## src/rtl/rggen_register_access_controller.sv

```systemverilog
`default_nettype none
// ============================================================================
// Module   : rggen_register_access_controller
// Brief    : Bus-side front end for bit-field stages. Accepts one register
//            access at a time, decodes the byte address, issues a one-cycle
//            bit-field strobe and returns read data with an OKAY/ERROR status.
// Revision : 1.0 - initial release
// ============================================================================
module rggen_register_access_controller #(
    parameter int          WIDTH         = 32,
    parameter int          REGISTERS     = 4,
    parameter int          ADDRESS_WIDTH = 8,
    parameter int unsigned BASE_ADDRESS  = 0
) (
    input  logic                       i_clk,
    input  logic                       i_rst,
    input  logic                       i_request_valid,
    output logic                       o_request_ready,
    input  logic [ADDRESS_WIDTH-1:0]   i_address,
    input  logic                       i_write,
    input  logic [WIDTH-1:0]           i_write_data,
    input  logic [WIDTH/8-1:0]         i_strobe,
    output logic                       o_response_valid,
    input  logic                       i_response_ready,
    output logic [WIDTH-1:0]           o_read_data,
    output logic                       o_error,
    output logic                       o_bit_field_valid,
    output logic [REGISTERS-1:0]       o_select,
    output logic [WIDTH-1:0]           o_read_mask,
    output logic [WIDTH-1:0]           o_write_mask,
    output logic [WIDTH-1:0]           o_write_data,
    input  logic [REGISTERS*WIDTH-1:0] i_read_data
);

    localparam int                     c_BYTES       = WIDTH / 8;
    localparam logic [ADDRESS_WIDTH-1:0] c_BASE      = ADDRESS_WIDTH'(BASE_ADDRESS);
    localparam logic [ADDRESS_WIDTH-1:0] c_BYTES_A   = ADDRESS_WIDTH'(c_BYTES);
    localparam logic [ADDRESS_WIDTH:0]   c_REGS_EXT  = (ADDRESS_WIDTH+1)'(REGISTERS);

    typedef enum logic [1:0] {
        IDLE    = 2'd0,
        ACCESS  = 2'd1,
        RESPOND = 2'd2
    } state_e;

    state_e                     r_state;
    state_e                     w_next_state;

    logic [ADDRESS_WIDTH-1:0]   r_address;
    logic                       r_write;
    logic [WIDTH-1:0]           r_write_data;
    logic [c_BYTES-1:0]         r_strobe;
    logic [WIDTH-1:0]           r_read_data;
    logic                       r_error;

    logic [ADDRESS_WIDTH-1:0]   w_offset;
    logic [ADDRESS_WIDTH-1:0]   w_index;
    logic                       w_underflow;
    logic                       w_in_range;
    logic                       w_misaligned;
    logic                       w_error;
    logic [REGISTERS-1:0]       w_onehot;
    logic [WIDTH-1:0]           w_selected;
    logic [WIDTH-1:0]           w_strobe_mask;
    logic                       w_accept;

    // Address decode works on the captured address so that strobe-time
    // outputs never depend combinationally on the request channel.
    assign w_offset     = r_address - c_BASE;
    assign w_index      = w_offset / c_BYTES_A;
    assign w_underflow  = (r_address < c_BASE);
    assign w_in_range   = ({1'b0, w_index} < c_REGS_EXT);
    assign w_misaligned = ((w_offset % c_BYTES_A) != '0);
    assign w_error      = w_underflow | ~w_in_range | w_misaligned;

    generate
        for (genvar k = 0; k < REGISTERS; k++) begin : g_select
            assign w_onehot[k] = (w_index == ADDRESS_WIDTH'(k)) & w_in_range;
        end
        for (genvar b = 0; b < c_BYTES; b++) begin : g_write_mask
            assign w_strobe_mask[b*8 +: 8] = {8{r_strobe[b]}};
        end
    endgenerate

    // Read-data mux: OR of the slices gated by the one-hot select.
    always_comb begin
        w_selected = '0;
        for (int k = 0; k < REGISTERS; k++) begin
            if (w_onehot[k]) begin
                w_selected = w_selected | i_read_data[k*WIDTH +: WIDTH];
            end
        end
    end

    assign w_accept = o_request_ready & i_request_valid;

    // State register.
    always_ff @(posedge i_clk or posedge i_rst) begin
        if (i_rst) begin
            r_state <= IDLE;
        end else begin
            r_state <= w_next_state;
        end
    end

    // Next-state decode and strobe-side outputs, all derived from registers.
    always_comb begin
        w_next_state      = r_state;
        o_request_ready   = 1'b0;
        o_response_valid  = 1'b0;
        o_bit_field_valid = 1'b0;
        o_select          = '0;
        o_read_mask       = '0;
        o_write_mask      = '0;
        case (r_state)
            IDLE: begin
                o_request_ready = ~i_rst;
                if (i_request_valid) begin
                    w_next_state = ACCESS;
                end
            end
            ACCESS: begin
                o_bit_field_valid = ~w_error;
                if (!w_error) begin
                    o_select = w_onehot;
                end
                if (r_write) begin
                    o_write_mask = w_strobe_mask;
                end else begin
                    o_read_mask = '1;
                end
                w_next_state = RESPOND;
            end
            RESPOND: begin
                o_response_valid = 1'b1;
                if (i_response_ready) begin
                    w_next_state = IDLE;
                end
            end
            default: begin
                w_next_state = IDLE;
            end
        endcase
    end

    // Request capture on the accepting edge.
    always_ff @(posedge i_clk or posedge i_rst) begin
        if (i_rst) begin
            r_address    <= '0;
            r_write      <= 1'b0;
            r_write_data <= '0;
            r_strobe     <= '0;
        end else if (w_accept) begin
            r_address    <= i_address;
            r_write      <= i_write;
            r_write_data <= i_write_data;
            r_strobe     <= i_strobe;
        end
    end

    // Response capture at the end of ACCESS (pre-update field value), cleared
    // once the response has been consumed.
    always_ff @(posedge i_clk or posedge i_rst) begin
        if (i_rst) begin
            r_read_data <= '0;
            r_error     <= 1'b0;
        end else if (r_state == ACCESS) begin
            r_read_data <= (!r_write && !w_error) ? w_selected : '0;
            r_error     <= w_error;
        end else if ((r_state == RESPOND) && i_response_ready) begin
            r_read_data <= '0;
            r_error     <= 1'b0;
        end
    end

    assign o_read_data  = r_read_data;
    assign o_error      = r_error;
    assign o_write_data = r_write_data;

endmodule
`default_nettype wire

```

## config.mk

```make
export PLATFORM = sky130hd
export DESIGN_NAME = rggen_register_access_controller
export DESIGN_NICKNAME = d
export VERILOG_FILES = /design/src/rtl/rggen_register_access_controller.sv
export SDC_FILE = /design/constraint.sdc
export NUM_CORES = 1
export LEC_CHECK = 0
export ABC_AREA = 1
export BUFFER_PORTS_ARGS = -buffer_cell sky130_fd_sc_hd__clkbuf_2
export CAP_MARGIN = 25
export CORE_AREA = 5 5 119 121
export DETAILED_ROUTE_END_ITERATION = 10
export DIE_AREA = 0 0 124 126
export GPL_TIMING_DRIVEN = 0
export PLACE_DENSITY_LB_ADDON = 0.05
export SLEW_MARGIN = 20
export SYNTH_ARGS = -nofsm -noshare
export SYNTH_HDL_FRONTEND = slang
export SYNTH_SLANG_ARGS = --single-unit
```

## constraint.sdc

```tcl
create_clock -name i_clk -period 5.95 [get_ports i_clk]
set_input_delay 0.2975 -clock i_clk [delete_from_list [all_inputs] [get_ports i_clk]]
set_output_delay 0.2975 -clock i_clk [all_outputs]
set_load 0.05 [all_outputs]
```

==> results.json, run 1 <==
{
  "synth_xor_xnor_area_share_pct": 0,
  "synth_mux_area_share_pct": 0,
  "gp_congestion": 0.796,
  "antenna_found_initial": 0,
  "ios": 313,
  "drtPass1Iterations": 4,
  "worst_pin_slew_ps": 621,
  "synth_compound_area_share_pct": 0.592,
  "synth.most_common_cell": "nand2_1",
  "finClkSkew_ps": 7.06,
  "cts_root_buf": "clkbuf_16",
  "start_util_pct": 39.0,
  "endpoint_kind": "primary output",
  "finalHoldViolCount": 0,
  "slew_headroom_pct": 58.4,
  "cp.arrival_ps": 2140,
  "yosysWarnings": 0,
  "hp-class": "primary input to register",
  "whs_ps": 192,
  "p_leak_nw": 4.93,
  "num_antenna_cells": 0,
  "ys_async_sr_fraction_pct": 100,
  "outcome": "finished, final reports clean",
  "grt_usage_pct": 19.7,
  "finalSetupViolCount": 0,
  "fmax_mhz": 410,
  "ctsHoldBuffers": 1,
  "power.switching_mw": 1.60,
  "synth.net_count": 978,
  "port_buffers": 311,
  "wl_per_cell_um": 12.0,
  "synth_cell_types": 15,
  "cts_resized": 0,
  "via_count": 5406,
  "ant_nets": 0,
  "nFillCells": 1420,
  "drt-vias-per-instance": 4.14,
  "p_comb_share_pct": 56.5,
  "synth_seq_cells": 80,
  "wl_um": 15700,
  "synth_common_cells": "nand2_1, nor2_1, inv_1",
  "path_max_fanout": 17,
  "ys.flop_type": "dfrtp_1",
  "first_iter_violations": 235,
  "finalNonFillerCells": 1307,
  "fp-row-count": 42,
  "path_clk_slew_ps": 60,
  "synth-seq-area-share_pct": 39.5,
  "crit_path_start_kind": "register",
  "synth-edff-count": 0,
  "synthToLayoutAreaGrowth_pct": 41.9,
  "netlist_instances": 801,
  "cts_max_level": 3,
  "p_int_mw": 1.47,
  "critical_path_class": "register to primary output",
  "grt_first_pass_wirelength_um": 24600,
  "die_h_um": 126,
  "drc": 0,
  "fin_setup_tns_ps": 0,
  "synth_fa_ha_area_share_pct": 0,
  "grt_max_degree": 49,
  "slew_violations": 0,
  "synth_top_area_share_pct": 39.5,
  "syn_area_mm2": 0.00507,
  "dp_hpwl_um": 12800,
  "maxCapViolCount": 0,
  "fin_crit_sh_pct": 41.0,
  "dieArea_mm2": 0.0156,
  "synth_top_family_by_area": "simple AND/OR/NAND/NOR gates",
  "fin_nets": 1303,
  "die_w_um": 124,
  "final.min_clock_period_ps": 2440,
  "required_ps": 5650,
  "synth_simple_gate_area_share_pct": 37.6,
  "synth.top_cells.by_area": "dfrtp_1, nand2_1, nor2_1, inv_1, buf_4",
  "yosys.area.top_type": "dfrtp_1",
  "insertion_delay_ps": 330,
  "layout-drive-gt1-share_pct": 36.5,
  "post_cts_buffers": 0,
  "rsz0062_at_grt": "false",
  "core_region_area_mm2": 0.0130,
  "globalRouteOverflowTotal": 0,
  "grt_pass1_vias": 5073,
  "cts_tree": "built",
  "avgSynthCellArea_um2": 6.33,
  "p_per_area_mw_per_mm2": 426,
  "p_seq_share_pct": 26.2,
  "ir_drop_mv": 0.285,
  "switching_share_pct": 52.2,
  "dp_cells": 1290,
  "clock_power_share_pct": 17.3,
  "cts_sinks": 80,
  "ctsLongestPathBuffers": 2,
  "numCtsBuffers": 9
}
[layout make-up]
type | count | area (µm²) | area share (%)
Buffer | 91 | 603 | 8.39
Clock buffer | 11 | 253 | 3.51
Clock inverter | 5 | 40.0 | 0.557
Inverter | 141 | 532 | 7.39
Multi-Input combinational cell | 489 | 1940 | 26.9
Sequential cell | 80 | 2000 | 27.8
Tap cell | 176 | 220 | 3.06
Timing Repair Buffer | 314 | 1610 | 22.3
[worst max-delay path, cell delays in order (launching register included)]
cell	delay, ps
dfrtp_1	400
nor2_2	160
inv_1	140
nor2_2	470
buf_6	250
buf_4	120
clkbuf_2	270
[cells by family (layout without fill, tap and decap cells)]
group                  after synthesis  after routing
AND/OR/NAND/NOR                    483            483
AO/OA/AOI/OAI                        6              6
flip-flops                          80             80
buffers and inverters              232            562
[per-stage QoR]
step | total power, mW | setup slack, ps | util [%] | cell area (µm²)
6_report | 3.06 | 3510 | 55.4 | 7190
5_1_grt | 3.27 | 3300 | 55.4 | 7190
4_1_cts | 3.10 | 3460 | 55.4 | 7190
3_5_place_dp | 2.56 | 3850 | 53.1 | 6890
3_3_place_gp | 2.55 | 2540 | 52.7 | 6850
2_1_floorplan | 2.13 | 3010 | - | 5070
[registers in the layout (all words and copies together) (netlist names)]
register / cells
r_write: 1
r_state: 2
r_strobe: 4
r_address: 8
o_error: 1
o_write_data: 32
o_read_data: 32
[routing by layer]
layer  routed length [µm]  vias to the layer above  global-route usage [%]
met4                  302                        0                    6.31
met2                 7500                      185                    33.0
met3                 1290                       21                    5.25
li1                     -                     2897                       -
met5                    0                        -                       0
met1                 6620                     2303                    24.5
[placed cells by master (no fill, tap or decap), drive strengths merged]
cell,count
nor3,2
o21ai,1
clkbuf,337
buf,78
a21oi,5
nand2,220
nand3,46
clkinv,1
dlygate4sd3,1
or2,1
inv,142
nor2,214
dfrtp,80
clkinvlp,3
[power by group through the flow]
stage	registers, mW	clock network, mW	logic, mW
after floorplan	1.17	0	0.958
after global placement	0.807	0	1.74
after detailed placement	0.805	0	1.76
after CTS	0.802	0.544	1.76
after global routing	0.822	0.570	1.88
final	0.802	0.530	1.73
[path summary, 6_finish.rpt]
| path | start | endpoint | slack (ps) | cells past startpoint |
|---|---|---|---|---|
| min in group asynchronous | i_rst | o_write_data[7] | 570 | 3 |
| max | r_state[1] | o_read_mask[11] | 3510 | 6 |
| min | i_write_data[17] | o_write_data[17] | 190 | 3 |
| max in group asynchronous | i_rst | o_read_data[11] | 4800 | 4 |
| max reg2reg | r_state[1] | o_write_data[25] | 4340 | 8 |
| min reg2reg | o_write_data[3] | o_write_data[3] | 470 | 2 |
Power figures use the tool's default switching activity.
==> inputs of run 2 (changes only) <==
--- a/config.mk
+++ b/config.mk
@@ -8,9 +8,9 @@
 export ABC_AREA = 1
 export BUFFER_PORTS_ARGS = -buffer_cell sky130_fd_sc_hd__clkbuf_2
 export CAP_MARGIN = 25
-export CORE_AREA = 5 5 119 121
+export CORE_MARGIN = 5
+export CORE_UTILIZATION = 40
 export DETAILED_ROUTE_END_ITERATION = 10
-export DIE_AREA = 0 0 124 126
 export GPL_TIMING_DRIVEN = 0
 export PLACE_DENSITY_LB_ADDON = 0.05
 export SLEW_MARGIN = 20
==> constraint.sdc (replaced) <==
create_clock -name i_clk -period 2.19 [get_ports i_clk]
set_input_delay 0.1095 -clock i_clk [delete_from_list [all_inputs] [get_ports i_clk]]
set_output_delay 0.1095 -clock i_clk [all_outputs]
set_load 0.05 [all_outputs]
==> run 2 against run 1 <==
  * Utilization is 4.1 points higher
  * Clock skew down 1.8 ps
  * Clock power grew to 2.9 times the previous value
  * Via count is 0.96% higher
  * Sequential share of layout area down 0.97 points
  * Total power rose to 2.8 times the previous value
  * Combinational power grew to 2.8 times the previous value
  * First-iteration DRC count shrank 27%
==> results.json, run 2 (synthesis results as in run 1) <==
{
  "endpoint_kind": "primary output",
  "reg2reg_from": "r_state[1]",
  "p_leak_nw": 5.04,
  "grt_max_degree": 46,
  "grt_pass1_vias": 5047,
  "drtPass1Iterations": 4,
  "final_common_cell": "clkbuf_2",
  "utilization_pct": 59.5,
  "reg2reg_slack_ps": 540,
  "use_met2_pct": 36.0,
  "cts_tree": "built",
  "ir_drop_mv": 0.846,
  "final_cell_mix": "clkbuf_2, nand2_1, nor2_1, inv_1, buf_4",
  "grt_first_pass_wirelength_um": 24500,
  "cts_sinks": 80,
  "hp-class": "primary input to register",
  "ctsLongestPathBuffers": 2,
  "cpMostUsedCell": "buf_4",
  "crit_end": "o_read_mask[25]",
  "critPathLaunch": "r_state[1]",
  "port_buffers": 311,
  "fmax_mhz": 491,
  "cts_max_level": 3,
  "grt_usage_pct": 20.7,
  "dp_hpwl_um": 12900,
  "insertion_delay_ps": 330,
  "drc": 0,
  "ant_nets": 0,
  "crit_path_start_kind": "register",
  "num_antenna_cells": 0,
  "p_per_area_mw_per_mm2": 1150,
  "die_w_um": 123,
  "cts_root_buf": "clkbuf_16",
  "fp-row-count": 41,
  "cp.arrival_ps": 1930,
  "core_region_area_mm2": 0.0125,
  "finClkSkew_ps": 5.25,
  "worstPathCellList": "nor2_2, inv_2, nor2_4, buf_4, buf_4",
  "cp_slowest_cell": "nor2_4",
  "path_max_fanout": 32,
  "fin_crit_sh_pct": 93.0,
  "wl_per_cell_um": 12.3,
  "wl_um": 16200,
  "grt_use_met1_pct": 24.9,
  "reg2reg_to": "o_write_data[27]",
  "nFillCells": 1314,
  "finalSetupViolCount": 0,
  "antenna_found_initial": 0,
  "fin_nets": 1320,
  "required_ps": 2080,
  "slew_headroom_pct": 58.2,
  "globalRouteOverflowTotal": 0,
  "use_met3_pct": 4.98,
  "critical_path_class": "register to primary output",
  "whs_ps": 9.56,
  "synthToLayoutAreaGrowth_pct": 47.0,
  "maxCapViolCount": 0,
  "grt-busiest-layer": "met2",
  "via_count": 5458,
  "gp_congestion": 0.770,
  "ios": 313,
  "die_h_um": 123,
  "numCtsBuffers": 9,
  "dieArea_mm2": 0.0150,
  "first_iter_violations": 172,
  "reg2regPathDepth": 8,
  "worst_pin_slew_ps": 626,
  "layout-drive-gt1-share_pct": 36.0,
  "cpPeakStageDelay_ps": 500,
  "power_mw": 8.60,
  "outcome": "finished, final reports clean",
  "slew_violations": 0,
  "finalHoldViolCount": 0,
  "start_util_pct": 40.5,
  "post_cts_buffers": 0,
  "drt-vias-per-instance": 4.14,
  "path_clk_slew_ps": 60,
  "final.min_clock_period_ps": 2040
}
## run 2: metal layers
| layer | vias to the layer above | part of all wire, % | wire length (µm) |
|---|---|---|---|
| met1 | 2330 | 40 | 6510 |
| li1 | 2918 | - | - |
| met5 | - | 0 | 0 |
| met2 | 189 | 50 | 8010 |
| met3 | 21 | 8.4 | 1360 |
| met4 | 0 | 1.8 | 293 |
## run 2: area by class of cell
cell class,instances,area (µm²),area share (%)
Clock inverter,6,85.1,1.14
Timing Repair Buffer,331,1840,24.8
Multi-Input combinational cell,489,1940,26.1
Inverter,141,532,7.14
Clock buffer,9,225,3.02
Tap cell,172,215,2.89
Buffer,91,603,8.09
Sequential cell,80,2000,26.9
## run 2: power breakdown
group | total [mW] | switching [mW] | internal [mW]
Sequential | 2.17 | 0.275 | 1.90
Clock | 1.56 | 0.571 | 0.986
Combinational | 4.87 | 3.49 | 1.38
## run 2: how the worst min path moves through the flow
| stage | startpoint | slack [ps] | to | cells after the start |
|---|---|---|---|---|
| 3_5_place_dp | i_rst | 220 | r_strobe[3] | 2 |
| 2_1_floorplan | i_response_ready | 220 | r_state[1] | 1 |
| 5_1_grt | i_write_data[4] | 10 | o_write_data[4] | 3 |
| 4_1_cts | i_write_data[19] | 0.3 | o_write_data[19] | 3 |
| 6_report | i_write_data[9] | 10 | o_write_data[9] | 3 |
| 3_3_place_gp | i_response_ready | 330 | r_state[1] | 2 |
## run 2: repair_timing
action	4_1_cts	5_1_grt
endpoints found under the hold margin	62	0
resized for setup	2	32
hold buffers	19	0
setup endpoints to repair	32	39
cloned	0	0
## run 2: critical path: cells and delay by family, from the launching register on
kind,cells,cell delay (ps)
flip-flops,1,400
buffers and inverters,3,520
AND/OR/NAND/NOR,2,670
## run 2: through the flow
stage	setup TNS [ps]	cells	setup slack, ps	area (µm²)
floorplan	0	801	28.8	5070
detailed placement	0	1285	14.9	6870
finish	0	1319	154	7450
global route	-0.909	1319	-0.909	7450
CTS	0	1319	1.33	7370
global placement	-78080	1284	-978	6840
